**src/rtl/opb_simulink2ppc_pkg.sv**
```systemverilog
`default_nettype none
// +----------------------------------------------------------------------------+
// | Module      : opb_simulink2ppc_pkg                                         |
// | Description : Shared constants for the Simulink-to-PPC OPB register block. |
// |               Holds the register word indices, CTRL bit positions and the  |
// |               slave FSM state encoding.                                    |
// | Revision    : 1.0 - initial release                                        |
// +----------------------------------------------------------------------------+
package opb_simulink2ppc_pkg;

   // Word index within the window, taken from byte-address bits [3:2]
   localparam logic [1:0] c_reg_data  = 2'd0;  // offset 0x0, read-only
   localparam logic [1:0] c_reg_ctrl  = 2'd1;  // offset 0x4, read/write
   localparam logic [1:0] c_reg_count = 2'd2;  // offset 0x8, read-only

   // CTRL register bit positions
   localparam int unsigned c_ctrl_freeze_bit = 0;
   localparam int unsigned c_ctrl_new_bit    = 1;

   // Slave handshake state encoding
   typedef enum logic [1:0] {
      ST_IDLE = 2'd0,
      ST_ACK  = 2'd1,
      ST_HOLD = 2'd2
   } slv_state_e;

endpackage : opb_simulink2ppc_pkg
`default_nettype wire

```
**src/rtl/opb_slave_ack_fsm.sv**
```systemverilog
`default_nettype none
// +----------------------------------------------------------------------------+
// | Module      : opb_slave_ack_fsm                                            |
// | Description : OPB slave address decode and handshake FSM. Recognises a hit |
// |               on the slave window, captures the transfer attributes and    |
// |               produces a single-cycle registered xferAck.                  |
// | Revision    : 1.0 - initial release                                        |
// |                                                                            |
// | Ports                                                                      |
// |   clk_i       : bus clock                                                  |
// |   rst_n_i     : asynchronous active-low reset                              |
// |   select_i    : OPB_select                                                 |
// |   abus_i      : OPB address, bit 0 is the MSB                              |
// |   rnw_i       : 1 = read, 0 = write                                        |
// |   xfer_ack_o  : high for exactly the ACK cycle of a transfer               |
// |   rnw_o       : direction captured at the hit                              |
// |   reg_sel_o   : register word index captured at the hit                    |
// |   reg_valid_o : 1 when the hit landed on one of the mapped words           |
// +----------------------------------------------------------------------------+
module opb_slave_ack_fsm
   import opb_simulink2ppc_pkg::*;
#(
   parameter int unsigned                C_OPB_AWIDTH = 32,
   parameter logic [C_OPB_AWIDTH-1:0]    C_BASEADDR   = 32'h0108E600,
   parameter logic [C_OPB_AWIDTH-1:0]    C_HIGHADDR   = 32'h0108E6FF
)
(
   input  logic                    clk_i,
   input  logic                    rst_n_i,
   input  logic                    select_i,
   input  logic [0:C_OPB_AWIDTH-1] abus_i,
   input  logic                    rnw_i,
   output logic                    xfer_ack_o,
   output logic                    rnw_o,
   output logic [1:0]              reg_sel_o,
   output logic                    reg_valid_o
);

   slv_state_e              state_q;
   logic                    xfer_ack_q;
   logic                    rnw_q;
   logic [1:0]              reg_sel_q;
   logic                    reg_valid_q;

   logic                    w_hit;
   logic [C_OPB_AWIDTH-1:0] w_offset;
   logic                    w_in_regs;

   assign w_hit     = select_i && (abus_i >= C_BASEADDR) && (abus_i <= C_HIGHADDR);
   assign w_offset  = abus_i - C_BASEADDR;
   // Only the first four words are decoded; anything above offset 0xF reads 0
   // even though bits [28:29] would alias onto a real register.
   assign w_in_regs = ((w_offset >> 4) == '0);

   always_ff @(posedge clk_i or negedge rst_n_i) begin
      if (!rst_n_i) begin
         state_q     <= ST_IDLE;
         xfer_ack_q  <= 1'b0;
         rnw_q       <= 1'b0;
         reg_sel_q   <= 2'd0;
         reg_valid_q <= 1'b0;
      end else begin
         xfer_ack_q <= 1'b0;
         case (state_q)
            ST_IDLE: begin
               if (w_hit) begin
                  state_q     <= ST_ACK;
                  xfer_ack_q  <= 1'b1;
                  rnw_q       <= rnw_i;
                  reg_sel_q   <= abus_i[C_OPB_AWIDTH-4 +: 2];
                  reg_valid_q <= w_in_regs;
               end
            end
            // HOLD is always visited so a master that drops select during
            // ACK cannot trigger a second acknowledge on the same cycle.
            ST_ACK:  state_q <= ST_HOLD;
            ST_HOLD: begin
               if (!select_i) begin
                  state_q <= ST_IDLE;
               end
            end
            default: state_q <= ST_IDLE;
         endcase
      end
   end

   assign xfer_ack_o  = xfer_ack_q;
   assign rnw_o       = rnw_q;
   assign reg_sel_o   = reg_sel_q;
   assign reg_valid_o = reg_valid_q;

endmodule : opb_slave_ack_fsm
`default_nettype wire

```
**src/rtl/opb_register_simulink2ppc.sv**
```systemverilog
`default_nettype none
// +----------------------------------------------------------------------------+
// | Module      : opb_register_simulink2ppc                                    |
// | Description : OPB slave publishing a fabric value to the PowerPC. Holds    |
// |               DATA (RO), CTRL (freeze / sticky new) and an update COUNT.   |
// | Revision    : 1.0 - initial release                                        |
// |                                                                            |
// | Ports                                                                      |
// |   OPB_Clk/OPB_Rst : clock and asynchronous active-low reset                |
// |   OPB_*           : OPB slave inputs (big-endian bit numbering)            |
// |   Sl_*            : OPB slave outputs; Sl_DBus is 0 outside read ACK       |
// |   user_data_in    : fabric value, loaded when user_valid and not frozen    |
// |   user_valid      : update strobe                                          |
// |   user_frozen     : copy of CTRL.freeze                                    |
// +----------------------------------------------------------------------------+
module opb_register_simulink2ppc
   import opb_simulink2ppc_pkg::*;
#(
   parameter logic [31:0] C_BASEADDR   = 32'h0108E600,
   parameter logic [31:0] C_HIGHADDR   = 32'h0108E6FF,
   parameter int unsigned C_OPB_AWIDTH = 32,
   parameter int unsigned C_OPB_DWIDTH = 32,
   parameter              C_FAMILY     = "virtex5"
)
(
   input  logic                    OPB_Clk,
   input  logic                    OPB_Rst,
   input  logic [0:C_OPB_AWIDTH-1] OPB_ABus,
   input  logic [0:3]              OPB_BE,
   input  logic [0:C_OPB_DWIDTH-1] OPB_DBus,
   input  logic                    OPB_RNW,
   input  logic                    OPB_select,
   input  logic                    OPB_seqAddr,
   output logic [0:C_OPB_DWIDTH-1] Sl_DBus,
   output logic                    Sl_xferAck,
   output logic                    Sl_errAck,
   output logic                    Sl_retry,
   output logic                    Sl_toutSup,
   input  logic [31:0]             user_data_in,
   input  logic                    user_valid,
   output logic                    user_frozen
);

   localparam int unsigned c_unused_family_bits = $bits(C_FAMILY);

   logic [31:0] data_q,   data_d;
   logic [31:0] count_q,  count_d;
   logic        freeze_q, freeze_d;
   logic        new_q,    new_d;

   logic        w_ack;
   logic        w_rnw;
   logic [1:0]  w_reg_sel;
   logic        w_reg_valid;
   logic [31:0] w_wdata;
   logic [31:0] w_rdata;
   logic        w_update;
   logic        w_ctrl_wr;
   logic        w_unused;

   opb_slave_ack_fsm #(
      .C_OPB_AWIDTH (C_OPB_AWIDTH),
      .C_BASEADDR   (C_BASEADDR),
      .C_HIGHADDR   (C_HIGHADDR)
   ) u_ack_fsm (
      .clk_i       (OPB_Clk),
      .rst_n_i     (OPB_Rst),
      .select_i    (OPB_select),
      .abus_i      (OPB_ABus),
      .rnw_i       (OPB_RNW),
      .xfer_ack_o  (w_ack),
      .rnw_o       (w_rnw),
      .reg_sel_o   (w_reg_sel),
      .reg_valid_o (w_reg_valid)
   );

   // Bus bit 31 is the LSB, so a straight vector copy keeps numeric value;
   // byte lane 3 therefore carries CTRL bits [7:0].
   assign w_wdata   = OPB_DBus;
   assign w_update  = user_valid && !freeze_q;
   assign w_ctrl_wr = w_ack && !w_rnw && w_reg_valid &&
                      (w_reg_sel == c_reg_ctrl) && OPB_BE[3];

   always_comb begin
      data_d   = data_q;
      count_d  = count_q;
      freeze_d = freeze_q;
      if (w_update) begin
         data_d  = user_data_in;
         count_d = count_q + 32'd1;
      end
      if (w_ctrl_wr) begin
         freeze_d = w_wdata[c_ctrl_freeze_bit];
      end
      // Set has priority over a simultaneous write-1-to-clear.
      new_d = w_update ||
              (new_q && !(w_ctrl_wr && w_wdata[c_ctrl_new_bit]));
   end

   always_ff @(posedge OPB_Clk or negedge OPB_Rst) begin
      if (!OPB_Rst) begin
         data_q   <= 32'd0;
         count_q  <= 32'd0;
         freeze_q <= 1'b0;
         new_q    <= 1'b0;
      end else begin
         data_q   <= data_d;
         count_q  <= count_d;
         freeze_q <= freeze_d;
         new_q    <= new_d;
      end
   end

   // Read data reflects register contents at the start of ACK.
   always_comb begin
      w_rdata = 32'd0;
      if (w_reg_valid) begin
         case (w_reg_sel)
            c_reg_data:  w_rdata = data_q;
            c_reg_ctrl:  w_rdata = {30'd0, new_q, freeze_q};
            c_reg_count: w_rdata = count_q;
            default:     w_rdata = 32'd0;
         endcase
      end
   end

   assign Sl_DBus     = (w_ack && w_rnw) ? w_rdata : '0;
   assign Sl_xferAck  = w_ack;
   assign Sl_errAck   = 1'b0;
   assign Sl_retry    = 1'b0;
   assign Sl_toutSup  = 1'b0;
   assign user_frozen = freeze_q;

   assign w_unused = &{1'b0, OPB_seqAddr, OPB_BE[0:2], w_wdata[31:2]};

endmodule : opb_register_simulink2ppc
`default_nettype wire

```
**config.mk**
```make
export PLATFORM = sky130hd
export DESIGN_NAME = opb_register_simulink2ppc
export DESIGN_NICKNAME = d
export VERILOG_FILES = /design/src/rtl/opb_simulink2ppc_pkg.sv /design/src/rtl/opb_slave_ack_fsm.sv /design/src/rtl/opb_register_simulink2ppc.sv
export SDC_FILE = /design/constraint.sdc
export NUM_CORES = 1
export LEC_CHECK = 0
export CAP_MARGIN = 20
export CORE_MARGIN = 1
export CORE_UTILIZATION = 45
export CTS_CLUSTER_DIAMETER = 150
export DETAILED_ROUTE_END_ITERATION = 8
export GPL_ROUTABILITY_DRIVEN = 1
export PLACE_DENSITY = 0.87
export SLEW_MARGIN = 20
export SYNTH_ARGS = -nofsm -noshare
export SYNTH_HDL_FRONTEND = slang
export SYNTH_HIERARCHICAL = 1
export SYNTH_SLANG_ARGS = --single-unit
```
**constraint.sdc**
```tcl
create_clock -name OPB_Clk -period 2 [get_ports OPB_Clk]
set_input_delay 0.3 -clock OPB_Clk [delete_from_list [all_inputs] [get_ports OPB_Clk]]
set_output_delay 0.3 -clock OPB_Clk [all_outputs]
set_load 0.01 [all_outputs]
```
==> results.json <==
{
  "status": "finished clean",
  "min_path_type": "input port to asynchronous set/reset pin",
  "final_cell_mix": "72 x dfrtp_1, 72 x clkdlybuf4s50_1, 42 x nor2_1, 35 x mux2i_1, 35 x mux2_2",
  "syn_area_per_cell_um2": 11.12,
  "rsz0062_at_grt": "true",
  "diodes": 0,
  "cts_buffers": 9,
  "critPathCaptureType": "output port",
  "drive_gt1_frac": 0.2293,
  "dr.first_iter.drc_count": 114,
  "drc": 0,
  "worst_ir_drop_vdd_mv": 0.3791,
  "max_slew_margin": 0.6699,
  "pwr_density_cell_nw_per_um2": 598.7,
  "p_leak_nw": 2.267,
  "ys_ff_latch": 73,
  "grt_start_max_net_pins": 40,
  "cts_tree": "done",
  "crit_type": "register to output port",
  "syn-cell-area_um2": 3891,
  "row_count": 33,
  "startpoint_type": "register",
  "synthDistinctLibCells": 53,
  "die_area_um2": 9023,
  "cap_violations": 0,
  "cts_sinks": 73,
  "antenna_found_initial": 0,
  "grt_pass1_vias": 3269,
  "vias": 3145,
  "design.core.area_um2": 8299,
  "htree_levels": 3,
  "arrival_ps": 1660,
  "reg2reg_depth": 4,
  "drt.antenna.violating_nets": 0,
  "hpwl_mm": 6.787,
  "clk_latency_ps": 340,
  "grt_remaining_overflow": 0,
  "hold_viol": 0,
  "nNetsFinal": 587,
  "fin_crit_ps": 1959,
  "wl_per_cell_um": 15.44,
  "clockRootBuffer": "clkbuf_8",
  "yosysWarningCount": 6,
  "setup_violations": 0,
  "syn_inst": 350,
  "async_reset_ff_frac": 1.000,
  "routed_wirelength_mm": 9.096,
  "initial_core_util": 0.4689,
  "seq_area_frac_synth": 0.4695,
  "ioPinCount": 143,
  "grt_util_all_layers": 0.2171,
  "io_buffers": 105,
  "drtPass1Iterations": 7,
  "cts_buffer_depth": 2,
  "dieWidth_um": 94.99,
  "place.gp.congestion": 0.8444,
  "clk_pin_slew_worst_paths_ps": 70,
  "worstMarginPinSlew_ps": 488.5,
  "via_per_inst": 5.340,
  "yosys_most_used_dff": "dfrtp_1",
  "critical_path_required_ps": 1700,
  "fin_crit_sh": 0.9793,
  "path_max_fanout": 19,
  "synthToLayoutAreaGrowth_pct": 38.26,
  "slew_violations": 0,
  "grt_pass1_wl_mm": 15.04,
  "fmax_mhz": 510.6,
  "die_h_um": 94.99,
  "final_util": 0.6483,
  "fin_skew_ps": 5.120,
  "timing.hold.ws_ps": 462.0,
  "synth_edf_count": 0
}
[registers in the layout, summed over array words and instances, names as in the netlist]
signal	count
count_q	32
data_q	32
new_q	1
u_ack_fsm/reg_sel_o	2
u_ack_fsm/reg_valid_o	1
u_ack_fsm/rnw_o	1
u_ack_fsm/state_q	2
u_ack_fsm/xfer_ack_o	1
user_frozen	1
[cell usage after synthesis, types with 2 or more instances]
| library cell | number | area, um2 |
|---|---|---|
| xor2_1 | 4 | 35.03 |
| clkbuf_1 | 6 | 22.52 |
| nand4b_1 | 3 | 26.28 |
| mux2i_1 | 35 | 350.3 |
| nand3_1 | 16 | 80.08 |
| mux2_4 | 3 | 45.04 |
| inv_1 | 5 | 18.77 |
| buf_4 | 3 | 22.52 |
| a21o_1 | 2 | 15.01 |
| nor2_1 | 44 | 165.2 |
| mux2_2 | 35 | 394.1 |
| nand2_1 | 15 | 56.30 |
| nor4bb_1 | 2 | 20.02 |
| nor3_1 | 4 | 20.02 |
| ha_1 | 2 | 25.02 |
| nand4_1 | 17 | 106.4 |
| o21ai_0 | 2 | 10.01 |
| a21oi_1 | 4 | 20.02 |
| xnor2_1 | 28 | 245.2 |
| buf_2 | 8 | 40.04 |
| and3_2 | 2 | 15.01 |
| dfrtp_1 | 73 | 1827 |
| and3_1 | 4 | 25.02 |
| nor2b_1 | 2 | 12.51 |
| nand2b_1 | 3 | 18.77 |
[critical path: stages (launching register included)]
cell and delay (ps):
dfrtp_1 390, nand3_2 130, or2_4 260, buf_6 170, nor2_1 110, dlygate4sd2_1 270
[worst paths after layout]
kind | startpoint | to | slack, ps
max reg2reg | user_frozen$_DFFE_PN0P_ | count_q[11]$_DFFE_PN0P_ | 360
min in group OPB_Clk | u_ack_fsm/state_q[0]$_DFFE_PN0P_ | u_ack_fsm/state_q[1]$_DFFE_PN0P_ | 500
max in group asynchronous | OPB_Rst | data_q[20]$_DFFE_PN0P_ | 990
min reg2reg | u_ack_fsm/state_q[0]$_DFFE_PN0P_ | u_ack_fsm/state_q[1]$_DFFE_PN0P_ | 500
min | OPB_Rst | data_q[8]$_DFFE_PN0P_ | 460
max | u_ack_fsm/rnw_o$_DFFE_PN0P_ | Sl_DBus[14] | 40
[power by group]
group	switching, W	leakage [nW]	internal, W
clock	0.000510	0.0839	0.000443
sequential	0.000130	0.928	0.00161
combinational	0.000210	1.25	0.000319
total	0.000850	2.27	0.00237
[through the flow]
step                area, um2  power [W]  setup WS, ps  setup TNS, ps  instances
finish                   5380   0.003221         41.48              0        589
global route             5380   0.003381        -25.20         -204.8        589
CTS                      5376   0.003249         37.80              0        588
detailed placement       5199   0.002294        -316.0          -1497        570
global placement         5199   0.002264        -260.2          -1205        570
floorplan                3899   0.002007         181.9              0        352
[what timing repair did]
action	4_1_cts	5_1_grt
pin swaps	0	2
buffers inserted	1	1
hold buffers	1	0
hold endpoints to repair	34	0
resized for setup	60	17
setup endpoints to repair	32	32
[layout make-up]
type	count	area (um2)
Clock inverter	4	20.02
Clock buffer	12	135.1
Fill cell	630	2919
Sequential cell	73	1828
Multi-Input combinational cell	256	1983
Timing Repair Buffer	134	1264
Tap cell	105	131.4
Inverter	5	18.77
[kinds of logic after synthesis]
logic type,synth area share
buffers and inverters,0.02958
AOI/OAI and AO/OA,0.02798
and+or+nand+nor,0.1907
other,0.0009637
DFF,0.4695
xor gates and xnor gates,0.07203
muxes,0.2029
adders and majority gates,0.006430
[metal layers]
layer | share of wire | track usage | wire, um | up-vias
met5 | 0 | 0 | 0 | -
met2 | 0.51 | 0.3843 | 4605 | 102
met3 | 0.060 | 0.05475 | 550 | 14
met1 | 0.42 | 0.2564 | 3803 | 1531
met4 | 0.015 | 0.06944 | 136 | 0
li1 | - | - | - | 1498
Note: power is estimated with default switching activity, not from simulation.
